## src/rtl/oled_byte_feeder.sv

```systemverilog
// Byte queue feeding an OLED SPI stage: FIFO of {dc, byte}, request/done handshake, inter-byte gap.
// Define OLED_RESET_SEQ_EN to add a power-on OLED reset pulse before the first byte is sent.
module oled_byte_feeder #(
    parameter int unsigned DEPTH      = 16,
    parameter int unsigned GAP_CYCLES = 4,
    parameter int unsigned RST_CYCLES = 1200
) (
    input  logic                     i_clk,
    input  logic                     i_rst_n,
    input  logic [7:0]               i_wr_data,
    input  logic                     i_wr_dc,
    input  logic                     i_wr_en,
    output logic                     o_full,
    output logic                     o_empty,
    output logic [$clog2(DEPTH):0]   o_level,
    output logic                     o_overflow,
    output logic [7:0]               o_data,
    output logic                     o_data_ready,
    input  logic                     i_done,
    output logic                     o_dc,
    output logic                     o_oled_rst_n,
    output logic                     o_busy
);

    localparam int unsigned AW = $clog2(DEPTH);
    localparam int unsigned LW = AW + 1;
    localparam logic [7:0]  GapLast = 8'(GAP_CYCLES - 1);

    if (DEPTH < 2 || DEPTH > 256 || (DEPTH & (DEPTH - 1)) != 0) begin : g_bad_depth
        $error("DEPTH must be a power of two between 2 and 256");
    end
    if (GAP_CYCLES < 1 || GAP_CYCLES > 255) begin : g_bad_gap
        $error("GAP_CYCLES must be between 1 and 255");
    end
    if (RST_CYCLES < 1) begin : g_bad_rst
        $error("RST_CYCLES must be at least 1");
    end

`ifdef OLED_RESET_SEQ_EN
    typedef enum logic [2:0] {StIdle, StSend, StRelease, StGap, StOledRst} state_e;
    localparam state_e StReset = StOledRst;
    localparam int unsigned RW = (RST_CYCLES > 1) ? $clog2(RST_CYCLES) : 1;
    localparam logic [RW-1:0] RstLast = RW'(RST_CYCLES - 1);
`else
    typedef enum logic [1:0] {StIdle, StSend, StRelease, StGap} state_e;
    localparam state_e StReset = StIdle;
`endif

    // FIFO storage and bookkeeping
    logic [8:0]    mem_q [DEPTH];
    logic [AW-1:0] wr_ptr_q, wr_ptr_d;
    logic [AW-1:0] rd_ptr_q, rd_ptr_d;
    logic [LW-1:0] level_q, level_d;
    logic          full_q, full_d;
    logic          empty_q, empty_d;
    logic          overflow_q, overflow_d;
    logic          push;
    logic          pop;
    logic [8:0]    head;

    // done synchronizer
    logic          done_meta_q;
    logic          done_s_q;

    // FSM and registered outputs
    state_e        state_q, state_d;
    logic [7:0]    data_q, data_d;
    logic          dc_q, dc_d;
    logic          ready_q, ready_d;
    logic [7:0]    gap_cnt_q, gap_cnt_d;
`ifdef OLED_RESET_SEQ_EN
    logic [RW-1:0] rst_cnt_q, rst_cnt_d;
    logic          oled_rst_n_q, oled_rst_n_d;
`endif

    assign head = mem_q[rd_ptr_q];
    // A write into a full FIFO still lands when the head leaves in the same cycle.
    assign push = i_wr_en && (!full_q || pop);

    always_comb begin
        wr_ptr_d   = push ? wr_ptr_q + AW'(1) : wr_ptr_q;
        rd_ptr_d   = pop  ? rd_ptr_q + AW'(1) : rd_ptr_q;
        level_d    = level_q + LW'(push) - LW'(pop);
        full_d     = (level_d == LW'(DEPTH));
        empty_d    = (level_d == '0);
        overflow_d = overflow_q | (i_wr_en & ~push);
    end

    always_ff @(posedge i_clk) begin
        if (push) begin
            mem_q[wr_ptr_q] <= {i_wr_dc, i_wr_data};
        end
    end

    always_ff @(posedge i_clk or negedge i_rst_n) begin
        if (!i_rst_n) begin
            wr_ptr_q    <= '0;
            rd_ptr_q    <= '0;
            level_q     <= '0;
            full_q      <= 1'b0;
            empty_q     <= 1'b1;
            overflow_q  <= 1'b0;
            done_meta_q <= 1'b0;
            done_s_q    <= 1'b0;
        end else begin
            wr_ptr_q    <= wr_ptr_d;
            rd_ptr_q    <= rd_ptr_d;
            level_q     <= level_d;
            full_q      <= full_d;
            empty_q     <= empty_d;
            overflow_q  <= overflow_d;
            done_meta_q <= i_done;
            done_s_q    <= done_meta_q;
        end
    end

    always_comb begin
        state_d      = state_q;
        data_d       = data_q;
        dc_d         = dc_q;
        ready_d      = ready_q;
        gap_cnt_d    = gap_cnt_q;
        pop          = 1'b0;
`ifdef OLED_RESET_SEQ_EN
        rst_cnt_d    = rst_cnt_q;
        oled_rst_n_d = oled_rst_n_q;
`endif
        unique case (state_q)
            StIdle: begin
                if (!empty_q) begin
                    pop     = 1'b1;
                    data_d  = head[7:0];
                    dc_d    = head[8];
                    state_d = StSend;
                end
            end
            StSend: begin
                // done only counts once the request is actually visible downstream
                if (ready_q && done_s_q) begin
                    ready_d = 1'b0;
                    state_d = StRelease;
                end else begin
                    ready_d = 1'b1;
                end
            end
            StRelease: begin
                ready_d = 1'b0;
                if (!done_s_q) begin
                    gap_cnt_d = '0;
                    state_d   = StGap;
                end
            end
            StGap: begin
                if (gap_cnt_q == GapLast) begin
                    gap_cnt_d = '0;
                    state_d   = StIdle;
                end else begin
                    gap_cnt_d = gap_cnt_q + 8'd1;
                end
            end
`ifdef OLED_RESET_SEQ_EN
            StOledRst: begin
                if (rst_cnt_q == RstLast) begin
                    oled_rst_n_d = 1'b1;
                    state_d      = StIdle;
                end else begin
                    rst_cnt_d = rst_cnt_q + RW'(1);
                end
            end
`endif
            default: state_d = StIdle;
        endcase
    end

    always_ff @(posedge i_clk or negedge i_rst_n) begin
        if (!i_rst_n) begin
            state_q      <= StReset;
            data_q       <= '0;
            dc_q         <= 1'b0;
            ready_q      <= 1'b0;
            gap_cnt_q    <= '0;
`ifdef OLED_RESET_SEQ_EN
            rst_cnt_q    <= '0;
            oled_rst_n_q <= 1'b0;
`endif
        end else begin
            state_q      <= state_d;
            data_q       <= data_d;
            dc_q         <= dc_d;
            ready_q      <= ready_d;
            gap_cnt_q    <= gap_cnt_d;
`ifdef OLED_RESET_SEQ_EN
            rst_cnt_q    <= rst_cnt_d;
            oled_rst_n_q <= oled_rst_n_d;
`endif
        end
    end

    assign o_full       = full_q;
    assign o_empty      = empty_q;
    assign o_level      = level_q;
    assign o_overflow   = overflow_q;
    assign o_data       = data_q;
    assign o_dc         = dc_q;
    assign o_data_ready = ready_q;
    assign o_busy       = (state_q != StIdle) || !empty_q;
`ifdef OLED_RESET_SEQ_EN
    assign o_oled_rst_n = oled_rst_n_q;
`else
    assign o_oled_rst_n = 1'b1;
`endif

endmodule

```

## config.mk

```make
export PLATFORM = sky130hd
export DESIGN_NAME = oled_byte_feeder
export DESIGN_NICKNAME = d
export VERILOG_FILES = /design/src/rtl/oled_byte_feeder.sv
export SDC_FILE = /design/constraint.sdc
export NUM_CORES = 1
export LEC_CHECK = 0
export ABC_AREA = 1
export CAP_MARGIN = 20
export CORE_AREA = 2 2 154 141
export CTS_CLUSTER_SIZE = 28
export DETAILED_ROUTE_END_ITERATION = 10
export DIE_AREA = 0 0 156 143
export SLEW_MARGIN = 20
export SYNTH_ARGS = -nofsm -noshare
export SYNTH_HDL_FRONTEND = slang
export SYNTH_SLANG_ARGS = --single-unit
```

## constraint.sdc

```tcl
create_clock -name i_clk -period 2.85 [get_ports i_clk]
set_input_delay 0.57 -clock i_clk [delete_from_list [all_inputs] [get_ports i_clk]]
set_output_delay 0.57 -clock i_clk [all_outputs]
set_load 0.01 [all_outputs]
```

==> reports/metrics.cfg <==
[global_routing]
grt_pass1_vias=4739
grtUsageTotal_pct=15.3
gr-total-overflow=0
grt_pass1_wl_um=25500
antenna_found_initial=0
grt_max_degree=75

[timing]
setup_viol=0
relSlewSlack_pct=42.0
timing.fmax_ghz=0.401
min_period_ns=2.50
final.setup.worst_slack_ns=0.353
maxSlewViolCount=0
fin_skew_ns=0.00804
rsz0062_at_grt=no
tns_ns=0
hold_viol_final=0
tightest_slew_ns=0.870
post-route-period-util_pct=87.6

[clock_tree]
ctsLongestPathBuffers=2
holdBufCountCts=0
cts_tree=built
clk_pin_slew_worst_paths_ns=0.07
clock-sinks=182
insertion_delay_ns=0.43
root_buffer=clkbuf_16
cts_setup_buffers=0
cts_resized=0
cts_made_buffers=17
htree_levels=4

[setup_path]
critPathMaxStageDelay_ns=0.42
worstPathCellList=inv_1 -> ha_1 -> nand2_1 -> nand2_1 -> nand2_1 -> ha_1 -> inv_1 -> ha_1 -> fa_1 -> nand3_1 -> nand2_1 -> xor2_1 -> and3_1
cp_max_fo=4
worstReg2RegStart=state_q[0]
crit_arrival_ns=2.87
worst_path_max_delay_cell=dfrtp_1
crit_path_end=o_full
crit_buf_inv=2
rrSetupSlack_ns=0.35
crit_top_cell=nand2_1
cpLargestDelayFamily=adder cells
end_kind=register
timing.rr.end=o_full
cp.required_ns=3.22
cp.depth=13
r2r_cells=13
worstSetupPathType=reg -> reg
startpoint_type=register
startpoint=state_q[0]

[place]
place_inst=988
dp_hpwl_um=10100
numPortBuffers=31
gp_congestion=0.802
pre_cts_ws_ns=0.173

[cells_and_area]
stdcell_count=1020
final_common_cell=nand2_1
nNetsFinal=777
area_growth_pct=15.0
final_cell_mix=255 x nand2_1, 144 x edfxtp_1, 116 x nand3_1, 36 x dfrtp_1
antenna_cells=0
drive_above_1_share_pct=8.55
fin_util_pct=43.5
fill_cells=1874

[route]
vias=4911
wl_um=16200
first_iter_violations=367
wire_per_inst_um=15.9
ant_nets=0
drc=0
vias_per_cell=4.81
drt_first_pass_iters=5

[logic_synthesis]
syn_avg_cell_area_um2=11.1
synth_top_family_by_area=simple AND/OR/NAND/NOR gates
yosysWarnings=0
synth_fa_ha_area_share_pct=2.83
synth-simple-area-share_pct=21.8
synthMuxAreaShare_pct=0
synthCells=700
ys_seq_area_share_pct=67.7
synth-compound-area-share_pct=1.19
synth-seq-cells=182
synth_nets=730
synth-xor-area-share_pct=1.24
yosysUniqueCellTypes=27
syn_area_um2=7790

[power_and_ir_drop]
irDropWorstVdd_mv=0.499
leakagePower_nw=3.59
finalPower_w=0.00925
pwr_density_cell_nw_per_um2=1030

[floorplanning]
io_pins=33
coreArea_um2=20600
core.rowCount=50
die_area_um2=22300
start_util_pct=37.8
floorplan.die.height_um=143
die_x_um=156

[min_path]
min_path_type=in -> async

[run]
drv_cap=0

[run_status]
outcome=complete, no violations

==> layout make-up <==
| cell class | count | area, µm² | share of cell area (%) |
|---|---|---|---|
| Sequential cell | 182 | 5280 | 58.9 |
| Inverter | 34 | 128 | 1.42 |
| Timing Repair Buffer | 58 | 508 | 5.67 |
| Clock inverter | 15 | 181 | 2.03 |
| Multi-Input combinational cell | 454 | 2110 | 23.6 |
| Tap cell | 260 | 325 | 3.63 |
| Clock buffer | 17 | 425 | 4.75 |
==> cells in the mapped netlist <==
library cell,n,share of area (%)
edfxtp_1,144,56
xnor2_1,1,0.11
a21oi_1,7,0.45
nand3b_1,1,0.096
clkinv_1,2,0.096
nand4_1,6,0.48
nand3_1,116,7.5
inv_1,30,1.4
inv_2,2,0.096
clkbuf_8,7,1.2
buf_2,10,0.64
buf_4,4,0.39
and3_1,1,0.080
ha_1,16,2.6
nor2_1,28,1.3
dfstp_2,1,0.34
buf_6,8,1.2
conb_1,1,0.048
nor3_1,1,0.064
o21ai_0,8,0.51
clkbuf_4,1,0.096
dfrtp_1,37,12
o21ai_2,1,0.11
a31o_2,1,0.11
fa_1,1,0.26
nand2_1,255,12
xor2_1,10,1.1
==> cell families (layout without fill, tap and decap cells) <==
family,count (synthesis),count (layout)
buffers and inverters,64,124
other,1,1
and+or+nand+nor,408,408
DFF,182,182
adders and majority gates,17,17
xor gates and xnor gates,11,11
AOI/OAI and AO/OA,17,17
==> layer usage <==
metal	GRT usage, %	wire [µm]	vias up
met4	5.60	323	0
met1	20.7	7610	2343
li1	-	-	2464
met3	3.25	627	22
met2	24.6	7620	82
met5	0	0	-
==> per-stage QoR <==
| stage | hold WS [ns] | instance area (µm²) |
|---|---|---|
| after global routing | 0.316 | 8960 |
| after global placement | 0.338 | 8350 |
| final | 0.249 | 8960 |
| after detailed placement | 0.343 | 8350 |
| after floorplan | 0.274 | 7790 |
| after CTS | 0.283 | 8960 |
==> sequential cells by signal, indices dropped and copies added, names as in the netlist <==
register      flops
o_overflow        1
o_full            1
wr_ptr_q          4
gap_cnt_q         8
o_data_ready      1
mem_q           144
rd_ptr_q          4
o_dc              1
done_meta_q       1
o_empty           1
o_level           5
done_s_q          1
o_data            8
state_q           2
==> report_power, final <==
group          leakage (nW)  switching, W  total (W)  internal [W]
Sequential             1.77      0.000202    0.00350       0.00330
Clock                 0.300       0.00111    0.00237       0.00126
Combinational          1.52       0.00223    0.00338       0.00115
Total                  3.59       0.00354    0.00925       0.00571
==> worst min path at each step <==
stage | endpoint | slack [ns] | cells after the start
4_1_cts | gap_cnt_q[7] | 0.28 | 1
3_3_place_gp | done_s_q | 0.34 | 0
5_1_grt | gap_cnt_q[7] | 0.32 | 1
6_report | gap_cnt_q[7] | 0.25 | 1
3_5_place_dp | done_s_q | 0.34 | 0
2_1_floorplan | done_meta_q | 0.27 | 0
No activity file was read; power rests on OpenSTA's default activity.
